[src/rtl/shared_or_arbiter.sv]
// shared_or_arbiter: round-robin arbiter feeding one shared WIDTH-bit OR unit
// into a single-entry result register with valid/ready handshake.
// Optional build macro SHARED_OR_ARBITER_STATS_EN adds a saturating 16-bit
// op_count output that counts accepted operations.
module shared_or_arbiter #(
  parameter int WIDTH = 3,
  parameter int NREQ  = 4,
  localparam int IDW  = (NREQ > 1) ? $clog2(NREQ) : 1
) (
  input  logic                  CLK,
  input  logic                  ASYNCRESETN,
  input  logic [NREQ-1:0]       req_valid,
  input  logic [NREQ*WIDTH-1:0] req_a,
  input  logic [NREQ*WIDTH-1:0] req_b,
  output logic [NREQ-1:0]       req_ready,
  output logic                  rsp_valid,
  output logic [WIDTH-1:0]      rsp_data,
  output logic [IDW-1:0]        rsp_id,
  input  logic                  rsp_ready
`ifdef SHARED_OR_ARBITER_STATS_EN
  ,
  output logic [15:0]           op_count
`endif
);

  logic [IDW-1:0]   rr_ptr;
  logic [IDW-1:0]   grant;
  logic [IDW-1:0]   ptr_next;
  logic             any_valid;
  logic             slot_free;
  logic             accept;
  logic [WIDTH-1:0] a_sel;
  logic [WIDTH-1:0] b_sel;
  logic [WIDTH-1:0] or_result;

  // Circular search from rr_ptr upward; iterating from the farthest offset
  // down lets the nearest valid requester overwrite earlier candidates.
  always_comb begin
    int           idx;
    logic [IDW-1:0] idx_w;
    grant     = '0;
    any_valid = 1'b0;
    idx       = 0;
    idx_w     = '0;
    for (int k = NREQ - 1; k >= 0; k--) begin
      idx = int'(rr_ptr) + k;
      if (idx >= NREQ) idx = idx - NREQ;
      idx_w = IDW'(idx);
      if (req_valid[idx_w]) begin
        grant     = idx_w;
        any_valid = 1'b1;
      end
    end
  end

  // Reset is folded in so nothing is offered while the block is held in reset.
  assign slot_free = !rsp_valid || rsp_ready;
  assign accept    = slot_free && any_valid && ASYNCRESETN;
  assign ptr_next  = (grant == IDW'(NREQ - 1)) ? '0 : grant + 1'b1;

  // One-hot acceptance toward the granted requester only.
  always_comb begin
    req_ready = '0;
    for (int i = 0; i < NREQ; i++) begin
      req_ready[i] = accept && (grant == IDW'(i));
    end
  end

  // Operands are steered to the single shared OR unit.
  assign a_sel     = req_a[grant*WIDTH +: WIDTH];
  assign b_sel     = req_b[grant*WIDTH +: WIDTH];
  assign or_result = a_sel | b_sel;

  // Result register and round-robin pointer; accept wins over drain.
  always_ff @(posedge CLK or negedge ASYNCRESETN) begin
    if (!ASYNCRESETN) begin
      rsp_valid <= 1'b0;
      rsp_data  <= '0;
      rsp_id    <= '0;
      rr_ptr    <= '0;
    end else if (accept) begin
      rsp_valid <= 1'b1;
      rsp_data  <= or_result;
      rsp_id    <= grant;
      rr_ptr    <= ptr_next;
    end else if (rsp_ready) begin
      rsp_valid <= 1'b0;
    end
  end

`ifdef SHARED_OR_ARBITER_STATS_EN
  // Accept counter that sticks at all-ones instead of wrapping.
  always_ff @(posedge CLK or negedge ASYNCRESETN) begin
    if (!ASYNCRESETN) begin
      op_count <= '0;
    end else if (accept && (op_count != 16'hFFFF)) begin
      op_count <= op_count + 16'd1;
    end
  end
`endif

endmodule
[config.mk]
export PLATFORM = sky130hd
export DESIGN_NAME = shared_or_arbiter
export DESIGN_NICKNAME = d
export VERILOG_FILES = /design/src/rtl/shared_or_arbiter.sv
export SDC_FILE = /design/constraint.sdc
export NUM_CORES = 1
export LEC_CHECK = 0
export CORE_ASPECT_RATIO = 1.2
export CORE_MARGIN = 1
export CORE_UTILIZATION = 32
export CTS_CLUSTER_DIAMETER = 50
export DETAILED_ROUTE_END_ITERATION = 8
export PLACE_DENSITY_LB_ADDON = 0.15
export SKIP_LAST_GASP = 1
export SLEW_MARGIN = 20
export SYNTH_ARGS = -nofsm -noshare
export SYNTH_HDL_FRONTEND = slang
export SYNTH_SLANG_ARGS = --single-unit
[constraint.sdc]
create_clock -name CLK -period 1.55 [get_ports CLK]
set_input_delay 0.155 -clock CLK [delete_from_list [all_inputs] [get_ports CLK]]
set_output_delay 0.155 -clock CLK [all_outputs]
set_load 0.02 [all_outputs]
==> After elaboration in Yosys (flattened, before gate mapping) <==
Index checks and enable logic that the tools add are counted.
{ "word_totals": {"register_bits": 8, "input_bits": 31, "out_inout_bits": 10, "word_cells": 60} }
{ "op_classes": {"addsub": 8, "multipliers": 1, "n_lt_le_gt_ge": 8, "n_eq_ne": 3, "shift": 2, "n_mux": 23, "bitwise_logic": 1, "n_reduce_logical": 10} }
{ "ops": {"columns": ["operator", "count"], "rows": [
  ["$shiftx A12 B5 Y3", 2],
  ["$mux W2", 9],
  ["$lt A2 B3 Y1 const B", 4],
  ["$mux W1", 10],
  ["$ge A3 B3 Y1 const B", 3],
  ["$bmux W1 S2", 4],
  ["$sub A2 B1 Y2 const B", 4],
  ["$add A2 B2 Y3 const B", 2],
  ["$logic_and A1 B1 Y1", 6],
  ["$eq A2 B2 Y1 const B", 2],
  ["$mul A2 B2 Y4 const B", 1],
  ["$add A2 B1 Y3 const B", 1],
  ["$ge A2 B3 Y1 const B", 1],
  ["$or A3 B3 Y3", 1],
  ["$add A2 B1 Y2 const B", 1],
  ["$eq A2 B1 Y1 const B", 1],
  ["$logic_not A2 Y1", 1],
  ["$reduce_bool A2 Y1", 1],
  ["$logic_not A1 Y1", 1],
  ["$logic_or A1 B1 Y1", 1]
]} }

==> Longest topological paths before layout <==
Gate-level depths: netlist of the first run.
{ "logic_depth": {"word_depth": 12, "mapped_depth": 6, "depth_no_buf": 6} }

==> Worst setup path after synthesis of the first run <==
No wires, ideal clock.
{ "synth_path": {"kind": "reg-to-output", "startpoint": "register rr_ptr[1]", "endpoint": "output port req_ready[2]", "arrival_ns": 1.526, "required_ns": 1.395, "path_slack_ns": -0.131, "path_stages_with_launch": 7, "path_cell_list": "dfrtp_1 > nand2b_1 > a21oi_1 > nor2_2 > inv_1 > ha_1 > and2_1"} }
{ "synth_between": {"word_cells_on_any_way": 35, "cone_classes": "add/sub: 7; order compare: 4; eq/ne: 1; mux: 20; reduce/logical: 3"} }
{ "synth_lines": {"columns": ["item", "line", "source"], "rows": [
  ["start: declaration", "26", "logic [IDW-1:0] rr_ptr;"],
  ["start signal: assignment", "85", "rr_ptr <= ptr_next;"],
  ["$add A2 B2 Y3", "46", "idx = int'(rr_ptr) + k;"],
  ["$ge A3 B3 Y1 or $sub A2 B1 Y2 (tied branches)", "47", "if (idx >= NREQ) idx = idx - NREQ;"],
  ["$mux W2", "47", null],
  ["$bmux W1 S2", "49", "if (req_valid[idx_w]) begin"],
  ["$mux W1 (implied by the code)", "49", null],
  ["$mux W2 (3 in a row)", "49", null],
  ["$mux W2 *", "49", null],
  ["via grant[0]", "27", "logic [IDW-1:0] grant;"],
  ["$eq A2 B2 Y1 *", "65", "req_ready[i] = accept && (grant == IDW'(i));"],
  ["$logic_and A1 B1 Y1 *", "65", null],
  ["end: declaration", "15", "output logic [NREQ-1:0] req_ready,"]
]} }
The timed path passes the listed nets; every way through them passes the cells marked *. The select of a mux whose other input is x is not followed.

==> Worst setup path in the final report of the first run <==
Ends and elaborated chain as after synthesis.

==> results of run 1 <==
==> final cells by class <==
type                            count  area [µm²]
Clock buffer                        3       22.52
Fill cell                         134       469.2
Inverter                            2       10.01
Multi-Input combinational cell     66       621.8
Sequential cell                     8       202.7
Tap cell                           19       23.77
Timing Repair Buffer               58       543.0
==> cells in the mapped netlist (2+ instances only) <==
cell type and number:
nor4b_1 6, dfrtp_1 8, a211oi_1 3, nand2b_1 3
mux2_2 3, inv_1 2, ha_1 4, o41ai_1 3
and2_1 4, o21ai_0 5, nor2_1 17, nand2_1 8
a21oi_1 2
==> routing by layer <==
layer  track usage, %  routed length (µm)  part of all wire, %
met5                0                   0                    0
met4            10.94                  31                  1.5
met3            6.250                 169                  8.1
met2            35.86                1064                   51
met1            21.60                 821                   39
==> cell families after synthesis <==
group | synth area share, %
DFF | 30.25
AOI/OAI and AO/OA | 17.01
muxes | 6.616
buffers and inverters | 3.402
and+or+nand+nor | 35.16
adders and majority gates | 7.562
==> sequential cells by signal, indices dropped and copies added (netlist names) <==
signal     flops
rsp_data       3
rsp_id         2
rsp_valid      1
rr_ptr         2
==> critical path: stages (launching register included) <==
cell	delay (ps)
dfrtp_2	460
mux2i_1	150
o2bb2ai_2	150
nor2_4	180
inv_2	90
ha_2	180
and2_4	130
buf_6	120
==> repair_timing <==
action / CTS / global route
endpoints found under the hold margin: 0 / 0
pin swaps: 6 / 7
gates resized for setup: 43 / 21
setup buffers: 2 / 2
setup endpoints to repair: 7 / 7
==> power breakdown <==
group | internal (mW) | switching (mW) | total [mW]
Combinational | 0.487 | 0.427 | 0.913
Sequential | 0.276 | 0.0694 | 0.345
Clock | 0.0895 | 0.0856 | 0.175
Total | 0.852 | 0.582 | 1.43
==> worst max-delay path by stage <==
stage	from	to	slack [ps]	cells after the start
after CTS	rr_ptr[1]$_DFFE_PN0P_	req_ready[0]	-280	7
after floorplan	rr_ptr[1]$_DFFE_PN0P_	req_ready[2]	-3	6
after global routing	rr_ptr[1]$_DFFE_PN0P_	req_ready[2]	-380	7
after global placement	req_valid[1]	req_ready[1]	-760	5
after detailed placement	req_valid[1]	req_ready[1]	-760	5
final	rr_ptr[1]$_DFFE_PN0P_	req_ready[2]	-310	7
==> metrics.md, run 1 <==
| Metric | Value |
|---|---|
| Status | `complete, but fails checks` |
| Violated checks | `DRC, setup timing` |
| Top cell type by total area after synthesis | `dfrtp_1` |
| Cts hold-fix bufs | `0` |
| VDD IR-drop max | `0.8092 mV` |
| DR iter-0 viols | `24` |
| R2R depth | `7` |
| Synth Register Bits | `8` |
| Register area share after synthesis | `30.25%` |
| Final worst path period need | `1863 ps` |
| CTS Buf Count | `3` |
| Crit path required time | `1390 ps` |
| Ys flop type | `dfrtp_1` |
| Drt via density | `5.141` |
| Largest net degree at the start of global routing | `11` |
| Setup TNS | `-1692 ps` |
| Reg-to-reg slack, setup | `-190 ps` |
| CP max FO | `5` |
| Worst min path class | `input port to async pin` |
| Pwr Density | `1007 nW/µm²` |
| Syn. warnings | `0` |
| Max-cap violations | `0` |
| Final slew viol count | `0` |
| Placed cell count | `149` |
| Post-synth cell types | `23` |
| Synth Net Count | `113` |
| Place WS | `-763.4 ps` |
| Final Hold Viols | `0` |
| Critical R2R Launch | `rr_ptr[1]$_DFFE_PN0P_` |
| Antenna diodes | `0` |
| CP endpoint kind | `output pin` |
| Die X | `43.52 µm` |
| Synthesized area | `661.9 µm²` |
| Vias in the first global route | `723` |
| HPWL reported at the end of detailed placement | `1453 µm` |
| Final cell count without fillers | `156` |
| WL/cell | `13.37 µm` |
| DRC violations left | `10` |
| P&R area growth vs syn | `115.1%` |
| Slew headroom | `78.73%` |
| Lkg Pwr | `0.6014 nW` |
| Die Y | `51.82 µm` |
| Synth top area share | `30.25%` |
| Total power | `1.434 mW` |
| I/O pins | `41` |
| Total Routed Length | `2086 µm` |
| Unrepaired setup endpoints after global routing | `yes` |
| Row count | `17` |
| Count of TritonRoute iterations in the first routing pass | `6` |
| Fin crit share | `120.2%` |
| Root Driver | `clkbuf_4` |
| Fin nets | `174` |
| Initial core utilization | `34.96%` |
| Most frequent cells in the layout | `32 x clkdlybuf4s50_1, 17 x buf_4, 16 x nor2_1, 8 x nand2_1` |
| Critical path class | `register to output pin` |
| Asr flop ratio synth | `100.0%` |
| Critical R2R Capture | `rsp_data[0]$_DFFE_PN0P_` |
| Total track usage | `20.45%` |
| Initial antenna violation count | `0` |
| Final Util | `75.21%` |
| Most common cell after layout, fill and taps aside | `clkdlybuf4s50_1` |
| Fmax achieved | `536.7 MHz` |
| Design area | `1424 µm²` |
| Synth area leaders | `dfrtp_1 30%, nor2_1 9.6%, nor4b_1 7.9%` |
| Startpoint Class | `register` |
| Area of the die | `2255 µm²` |
| Max Buffers Root-to-Sink | `2` |
| Setup slack after layout | `-313.3 ps` |
| Port Buffers | `40` |
| Gate Count Post-Synth | `78` |
| Share of post-route cells with drive strength above 1 | `43.07%` |
| Placed Area | `1209 µm²` |
| Vias | `802` |
| H-tree levels | `1` |
| CTS clock-pin slew for the worst setup and hold paths | `60 ps` |
| CTS Sinks | `8` |
| Global route overflow | `0` |
| Worst-Skew Late Latency | `280 ps` |
| Number of routed nets with antenna violations | `0` |
| Crit path arrival time | `1710 ps` |
| Syn Area/Cell | `8.486 µm²` |
| First-pass GRT wire length | `3263 µm` |
| RePlAce Congestion | `0.7644` |
| Layout Skew | `14.67 ps` |
| Core area | `1893 µm²` |
| Setup violations, final | `7` |
| CTS tree | `built` |
| Worst Hold Margin | `244.9 ps` |
| Number of synthesized flops with an enable pin | `0` |
| Least-Margin Pin Slew | `317.8 ps` |
Power figures use the tool's default switching activity.
==> run 2: changes to the inputs <==
- CORE_MARGIN: 1 -> 2
==> metrics.md, run 2 (synthesized netlist as in run 1, its figures left out) <==
| Metric | Value |
|---|---|
| Status | `complete, but fails checks` |
| Violated checks | `setup timing` |
| Startpoint Class | `register` |
| HPWL reported at the end of detailed placement | `1569 µm` |
| Placed cell count | `149` |
| Core area | `2004 µm²` |
| First-pass GRT wire length | `3187 µm` |
| Global route overflow | `0` |
| Crit-path cells | `buf_4, a211oi_4, nor2_2, buf_6, ha_2, and2_4, buf_6` |
| Final Hold Viols | `0` |
| Die X | `45.52 µm` |
| Initial core utilization | `33.02%` |
| Total Routed Length | `2122 µm` |
| Share of post-route cells with drive strength above 1 | `41.43%` |
| Most frequent CP cell | `buf_6` |
| Critical R2R Capture | `rsp_data[0]$_DFFE_PN0P_` |
| Final worst path period need | `1907 ps` |
| CP max FO | `6` |
| Logic pwr share | `64.5%` |
| Pwr Density | `1021 nW/µm²` |
| Drt via density | `5.200` |
| CTS clock-pin slew for the worst setup and hold paths | `60 ps` |
| RePlAce Congestion | `0.7550` |
| Place WS | `-773.5 ps` |
| Layout Skew | `3.934 ps` |
| GRT Max-Usage Layer | `met2` |
| Crit path arrival time | `1750 ps` |
| Vias in the first global route | `783` |
| Net Sw Frac | `39.18%` |
| Biggest regs | `rsp_data: 3 flops, rr_ptr: 2 flops, rsp_id: 2 flops` |
| Worst-Skew Late Latency | `250 ps` |
| Psw | `567.4 µW` |
| DRC violations left | `0` |
| Max Buffers Root-to-Sink | `2` |
| Clock power frac | `11.2%` |
| Sequential share of power | `24.3%` |
| Row count | `18` |
| Unrepaired setup endpoints after global routing | `yes` |
| CTS tree | `built` |
| Lkg Pwr | `0.5874 nW` |
| Fin crit share | `123.0%` |
| Slew headroom | `80.51%` |
| Reg-to-reg slack, setup | `-280 ps` |
| Critical path class | `register to output pin` |
| Least-Margin Pin Slew | `289.3 ps` |
| Internal | `880.8 µW` |
| CTS Sinks | `8` |
| Largest register FFs | `3` |
| Worst min path class | `input port to async pin` |
| Crit path from | `rr_ptr[1]$_DFFE_PN0P_` |
| VDD IR-drop max | `0.6454 mV` |
| Crit-path max cell delay | `480 ps` |
| Critical-path top delay cell | `dfrtp_2` |
| Most common cell after layout, fill and taps aside | `clkdlybuf4s50_1` |
| Final slew viol count | `0` |
| Setup violations, final | `8` |
| Largest net degree at the start of global routing | `11` |
| Final cell count without fillers | `160` |
| Die Y | `53.82 µm` |
| R2R depth | `6` |
| Critical R2R Launch | `rr_ptr[1]$_DFFE_PN0P_` |
| CP endpoint kind | `output pin` |
| WL/cell | `13.26 µm` |
| Grt met2 use | `33.80%` |
| Initial antenna violation count | `0` |
| Most frequent cells in the layout | `33 x clkdlybuf4s50_1, 19 x buf_4, 16 x nor2_1, 8 x nand2_1` |
| I/O pins | `41` |
| Vias | `832` |
| Met1 Use GR | `19.01%` |
| DR iter-0 viols | `8` |
| Area of the die | `2450 µm²` |
| Fmax achieved | `524.4 MHz` |
| Crit path required time | `1390 ps` |
| Met3 Track Usage GR | `4.362%` |
| Setup slack after layout | `-357.1 ps` |
| Total power | `1.448 mW` |
| Number of routed nets with antenna violations | `0` |
| H-tree levels | `1` |
| Max-cap violations | `0` |
| Total track usage | `18.18%` |
| Most flops, register | `rsp_data` |
| CTS Buf Count | `3` |
| Port Buffers | `40` |
| Count of TritonRoute iterations in the first routing pass | `4` |
| Final Util | `70.79%` |
| Antenna diodes | `0` |
| P&R area growth vs syn | `114.4%` |
| Root Driver | `clkbuf_4` |
| Fin nets | `177` |
| Worst Hold Margin | `246.5 ps` |
## run 2: changes by cell type in the layout (fill, tap and decap cells not counted), sizes merged
cell           delta
buf               +3
clkdlybuf4s50     +1
dlymetal6s2s      -1
## run 2: power groups by stage
stage	logic, mW	registers [mW]	clock network [mW]
after global routing	1.00	0.361	0.182
final	0.934	0.353	0.162
after detailed placement	0.666	0.343	0
after floorplan	0.302	0.382	0
after CTS	0.832	0.353	0.167
after global placement	0.654	0.339	0
## run 2: what timing repair did
item | CTS | global route
hold buffers | 0 | 0
setup endpoints to repair | 11 | 8
setup buffers | 6 | 2
resized for setup | 48 | 7
pin swaps | 7 | 6
## run 2: worst max-delay path, delay by kind of cell (launching register included)
family | cells | cell delay [ps]
AO/OA/AOI/OAI | 1 | 230
AND/OR/NAND/NOR | 2 | 210
flip-flops | 1 | 480
adder cells (fa/ha/maj) | 1 | 160
buffers and inverters | 3 | 420
## run 2: worst max-delay path by stage
stage	endpoint	slack, ps	cells after the start
after detailed placement	req_ready[1]	-770	8
after global placement	req_ready[1]	-760	5
after global routing	req_ready[1]	-400	7
final	req_ready[3]	-360	7
after floorplan	req_ready[2]	-3	6
after CTS	req_ready[1]	-350	7
## run 2: metal layers
layer  wire (µm)  up-vias
met5           0        -
met4           0        0
met3         141        0
met2        1116       33
met1         864      395
li1            -      404
## run 2: layout make-up
type                            instances  area, µm²
Tap cell                               20      25.02
Multi-Input combinational cell         66      591.8
Timing Repair Buffer                   61      566.8
Clock buffer                            3      22.52
Sequential cell                         8      202.7
Fill cell                             157      585.6
Inverter                                2      10.01
## run 2: stage by stage
stage / TNS (ps) / instance area, µm²
3_3_place_gp: -5567 / 1202
2_1_floorplan: -3.335 / 694.4
4_1_cts: -1978 / 1356
3_5_place_dp: -5871 / 1202
5_1_grt: -2529 / 1419
6_report: -2119 / 1419
